### src/rtl/uart_retrans_pkg.sv
// uart_retrans_pkg: shared types, defaults and helpers for the UART retransmission FSMs
package uart_retrans_pkg;
  localparam int DEF_TIMEOUT_CYCLES = 1000;
  localparam int DEF_MAX_RETRIES = 2;
  typedef enum logic [2:0] {S_IDLE, S_SEND, S_WAIT_TX, S_WAIT_ACK, S_DONE, S_FAIL} state_e;
  // Counter width for n distinct values, never below 1 bit.
  function automatic int cnt_w(input int n);
    return (n > 1) ? $clog2(n) : 1;
  endfunction
  // Narrower words are zero-extended by the caller, which leaves the XOR unchanged.
  function automatic logic even_parity(input logic [63:0] d);
    return ^d;
  endfunction
endpackage

### src/rtl/uart_timeout_ctr.sv
// uart_timeout_ctr: saturating cycle counter flagging when LIMIT-1 is reached
// Ports: clk, reset_n (async active-low), clr (zero the count), en (count up), expired (count == LIMIT-1)
module uart_timeout_ctr
  import uart_retrans_pkg::*;
#(
  parameter int LIMIT = DEF_TIMEOUT_CYCLES
) (
  input  logic clk,
  input  logic reset_n,
  input  logic clr,
  input  logic en,
  output logic expired
);
  localparam int W = cnt_w(LIMIT);
  localparam logic [W-1:0] LAST = W'(LIMIT - 1);
  logic [W-1:0] cnt_q, cnt_d;
  // Holding at LAST keeps the count from wrapping while en stays high.
  always_comb cnt_d = clr ? '0 : (en && cnt_q != LAST) ? cnt_q + 1'b1 : cnt_q;
  always_ff @(posedge clk or negedge reset_n)
    if (!reset_n) cnt_q <= '0;
    else cnt_q <= cnt_d;
  assign expired = cnt_q == LAST;
endmodule

### src/rtl/uart_retrans_tx_fsm.sv
// uart_retrans_tx_fsm: transmit-side retransmission controller with bounded retries
// Ports: clk, reset_n (async active-low); host: send, data_in, busy, done, fail, retry_count;
//        serializer: tx_busy, tx_done, tx_start, tx_data, tx_parity; receiver: ack_in, resend_req, rx_error
module uart_retrans_tx_fsm
  import uart_retrans_pkg::*;
#(
  parameter int DATA_W = 8,
  parameter int TIMEOUT_CYCLES = DEF_TIMEOUT_CYCLES,
  parameter int MAX_RETRIES = DEF_MAX_RETRIES
) (
  input  logic                                  clk,
  input  logic                                  reset_n,
  input  logic                                  send,
  input  logic [DATA_W-1:0]                     data_in,
  input  logic                                  tx_busy,
  input  logic                                  tx_done,
  input  logic                                  ack_in,
  input  logic                                  resend_req,
  input  logic                                  rx_error,
  output logic                                  tx_start,
  output logic [DATA_W-1:0]                     tx_data,
  output logic                                  tx_parity,
  output logic                                  busy,
  output logic                                  done,
  output logic                                  fail,
  output logic [cnt_w(MAX_RETRIES+1)-1:0]       retry_count
);
  localparam int RW = cnt_w(MAX_RETRIES + 1);
  localparam logic [RW-1:0] RMAX = RW'(MAX_RETRIES);
  state_e state_q, state_d;
  logic [DATA_W-1:0] data_q, data_d;
  logic [RW-1:0] retry_q, retry_d;
  logic timeout;
  // Counter runs only in WAIT_ACK and is forced to zero everywhere else.
  uart_timeout_ctr #(.LIMIT(TIMEOUT_CYCLES)) u_tmo (
    .clk     (clk),
    .reset_n (reset_n),
    .clr     (state_q != S_WAIT_ACK),
    .en      (state_q == S_WAIT_ACK),
    .expired (timeout)
  );
  always_comb begin
    state_d = state_q;
    data_d = data_q;
    retry_d = retry_q;
    case (state_q)
      S_IDLE: if (send) begin
        data_d = data_in;
        retry_d = '0;
        state_d = S_SEND;
      end
      S_SEND: state_d = tx_busy ? S_SEND : S_WAIT_TX;
      S_WAIT_TX: state_d = tx_done ? S_WAIT_ACK : S_WAIT_TX;
      S_WAIT_ACK:
        if (ack_in) state_d = S_DONE;
        else if (rx_error) state_d = S_FAIL;
        else if (resend_req || timeout) begin
          state_d = (retry_q < RMAX) ? S_SEND : S_FAIL;
          retry_d = (retry_q < RMAX) ? retry_q + 1'b1 : retry_q;
        end
      default: state_d = S_IDLE;
    endcase
  end
  always_ff @(posedge clk or negedge reset_n)
    if (!reset_n) begin
      state_q <= S_IDLE;
      data_q <= '0;
      retry_q <= '0;
    end else begin
      state_q <= state_d;
      data_q <= data_d;
      retry_q <= retry_d;
    end
  assign tx_start = state_q == S_SEND && !tx_busy;
  assign tx_data = data_q;
  assign tx_parity = even_parity(64'(data_q));
  assign busy = state_q != S_IDLE;
  assign done = state_q == S_DONE;
  assign fail = state_q == S_FAIL;
  assign retry_count = retry_q;
endmodule

### config.mk
export PLATFORM = sky130hd
export DESIGN_NAME = uart_retrans_tx_fsm
export DESIGN_NICKNAME = d
export VERILOG_FILES = /design/src/rtl/uart_retrans_pkg.sv /design/src/rtl/uart_timeout_ctr.sv /design/src/rtl/uart_retrans_tx_fsm.sv
export SDC_FILE = /design/constraint.sdc
export NUM_CORES = 1
export LEC_CHECK = 0
export CAP_MARGIN = 20
export CORE_UTILIZATION = 25
export DETAILED_ROUTE_END_ITERATION = 8
export GPL_ROUTABILITY_DRIVEN = 0
export PLACE_DENSITY = 0.52
export SLEW_MARGIN = 0
export SYNTH_ARGS = -nofsm -noshare
export SYNTH_HDL_FRONTEND = slang
export SYNTH_SLANG_ARGS = --single-unit
export TNS_END_PERCENT = 10
### constraint.sdc
create_clock -name clk -period 1.75 [get_ports clk]
set_input_delay 0.35 -clock clk [delete_from_list [all_inputs] [get_ports clk]]
set_output_delay 0.35 -clock clk [all_outputs]
set_load 0.05 [all_outputs]
==> metrics.txt, run 1 <==
Initial Utilization=between 20% and 30%; skew final=0.00151 ns; core area=4380 um^2; fin util=38.2%; Slew @ Worst Pin=0.304 ns; share of the cycle needed by the critical path after routing=99.1%; Distinct cells, synth=33; Async SR Flop Fraction=100%; final setup vio count=0; Power Dens Cells=2130 nW/um^2; Worst path slowest cell=dfrtp_1; # H-tree levels=1; fin nets=163; clock network power share=9.0%; via count=slightly below 900; Synth Instances=around 100; Max-slew headroom=79.7%; Seq pwr share=22.1%; final wirelength=between 2 and 2.5 mm; root buffer cell=clkbuf_8; First-pass DRT Iterations=4; Sw Share=45.3%; FF-to-FF path depth=5; number of global-route vias before repair=928; DP Worst Slack=0.0576 ns; startpoint types=register; Critical Path, Cell by Cell=xnor2_1 -> xnor2_1 -> xnor2_2 -> buf_12; first-pass GRT wire length=about 4.1 mm; Worst Path Max Fanout=3; pin count of the biggest net entering global routing=24; antenna fix cells=0; final slew viol count=0; clk slew on worst S/H paths=0.08 ns; initial DRC count=27; Critical Path RT=1.40 ns; max_cap viols=0; sequential fraction of the synthesis area=49.9%; Reg2Reg Setup Slack=0.14 ns; NetSw=approximately 1600 uW; Syn-to-layout area delta=45.1%; GRT Overall Usage=10.2%; Top-Level Pins=31; Filler Cell Count=435; Peak VDD IR=around 1.9 mV; Critical Path End Type=primary output; syn nets=119; FF-to-FF End=retry_count[0]; Num Clock Sinks=23; CP endpoint=tx_parity; vias per inst=about 4.5; Die Width=about 70 um; syn_area_per_cell=11.3 um^2; Post-synth EDFFs=0; Top FF cell, synth=dfrtp_1; status=complete, no violations; Top Family by Delay on Critical Path=XOR/XNOR gates; highest attainable clock frequency=0.577 GHz; share of cells above drive strength 1=approximately 36%; Final WS setup=between 0.015 and 0.02 ns; synth warn=0; worst skew pair latency=0.26 ns; number of cells on the critical path=4; die height=around 70 um; Post-DP HPWL=1.78 mm; CP bufs+invs=1; CP max stage delay=0.41 ns; final worst path period need=1.73 ns; Routed WL per cell=roughly 12 um; critical path startpoint=tx_data[5]; Routed Antenna Nets=0; gr ovfl total=0; Int Power=1950 uW; Worst Hold Class=in -> async; port buffer count=30; die area=4890 um^2; Num CTS Buffers=3; DRC=0; most used cell, CP=xnor2_1; setup TNS after final layout=0 ns; hold slack final=~0.45 ns; r2r startpoint=u_tmo.cnt_q[0]; # hold bufs at CTS=0; Seq cells post-synth=23; Longest Clk Path Bufs=2; combinational power share=68.9%; Fin. Hold Viols=0; crit path DAT=1.38 ns; CTS tree=built; antenna violations before repair=0; P_leak=0.000703 uW; WS Path Type=reg -> out; row count=24; mapped cell area=1150 um^2; Pwr Total=between 3000 and 4000 uW; RSZ-0062 raised after global routing=yes
## cells in the final DEF (no fill, tap or decap), types with 4 or more instances in the layout
master,instances
xnor2_1,8
dfrtp_1,23
buf_12,4
nor2_1,9
clkdlybuf4s50_1,15
inv_1,4
xor2_1,4
mux2_2,9
nand2_1,5
buf_4,22
## cell usage after synthesis (2+ instances only)
| library cell | count | area, um^2 |
|---|---|---|
| dfrtp_1 | 23 | 576 |
| o32ai_1 | 2 | 17.5 |
| or3_1 | 2 | 12.5 |
| mux2_2 | 9 | 101 |
| nor3_1 | 4 | 20.0 |
| xor2_1 | 4 | 35.0 |
| o21ai_0 | 2 | 10.0 |
| inv_1 | 4 | 15.0 |
| clkbuf_1 | 2 | 7.51 |
| nand3_1 | 2 | 10.0 |
| xnor2_1 | 9 | 78.8 |
| nor3b_1 | 2 | 15.0 |
| nor2_1 | 9 | 33.8 |
| nand2_1 | 5 | 18.8 |
| nand2b_1 | 2 | 12.5 |
| a21oi_1 | 4 | 20.0 |
## stage by stage
| step | instance area (um^2) | cells |
|---|---|---|
| 6_report | 1670 | 197 |
| 5_1_grt | 1670 | 197 |
| 4_1_cts | 1670 | 197 |
| 3_5_place_dp | 1600 | 190 |
| 3_3_place_gp | 1600 | 190 |
| 2_1_floorplan | 1170 | 102 |
## layer usage
metal | up-vias | wire length (um) | track usage, %
met3 | 2 | 138 | 3.75
li1 | 442 | - | -
met4 | 0 | 11 | 1.33
met5 | - | 0 | 0
met2 | 23 | 1130 | 17.3
met1 | 421 | 1090 | 12.8
## what timing repair did
item / in CTS / in global routing
gates resized for setup: 0 / 2
buffers inserted: 3 / 0
cloned: 0 / 0
setup endpoints to repair: 1 / 3
pin swaps: 3 / 0
## cell families after synthesis
kind of cell | synth area share (%)
AO/OA/AOI/OAI | 6.62
XOR/XNOR | 9.87
adder cells (fa/ha/maj) | 1.08
buffers and inverters | 1.95
flip-flops | 49.9
multiplexers | 11.6
AND/OR/NAND/NOR | 19.0
## worst min-delay path by stage
stage	from	to	slack, ns	cells past startpoint
floorplan	reset_n	retry_count[0]	0.05	0
global placement	u_tmo.cnt_q[9]	u_tmo.cnt_q[9]	0.52	2
detailed placement	u_tmo.cnt_q[9]	u_tmo.cnt_q[9]	0.53	2
CTS	reset_n	tx_data[6]	0.45	2
global route	reset_n	tx_data[7]	0.47	2
finish	reset_n	tx_data[6]	0.45	2
## flip-flops by register name, indices dropped and copies added (netlist names)
name / count
retry_count: 2
state_q: 3
tx_data: 8
u_tmo.cnt_q: 10
## power groups by stage
stage	clock, uW	combinational [uW]	sequential (uW)
after floorplan	0	1060	1190
after global routing	363	2580	807
final	322	2450	787
after global placement	0	2390	799
after CTS	349	2470	789
after detailed placement	0	2410	808
## cell type report
| type | instances | area (um^2) | share of cell area (%) |
|---|---|---|---|
| clock buffers | 3 | 41.3 | 2.47 |
| well taps | 52 | 65.1 | 3.89 |
| repair buffers | 41 | 395 | 23.6 |
| multi-input cells | 73 | 577 | 34.5 |
| clock inverters | 1 | 5.00 | 0.299 |
| inverters | 4 | 15.0 | 0.897 |
| flip-flops and latches | 23 | 576 | 34.4 |
(Power assumes the default switching activity.)
==> run 2: changes to the inputs <==
- SLEW_MARGIN: 0 -> 30
==> results of run 2 <==
The final DEF is identical to that of run 1; final timing and power are the same.
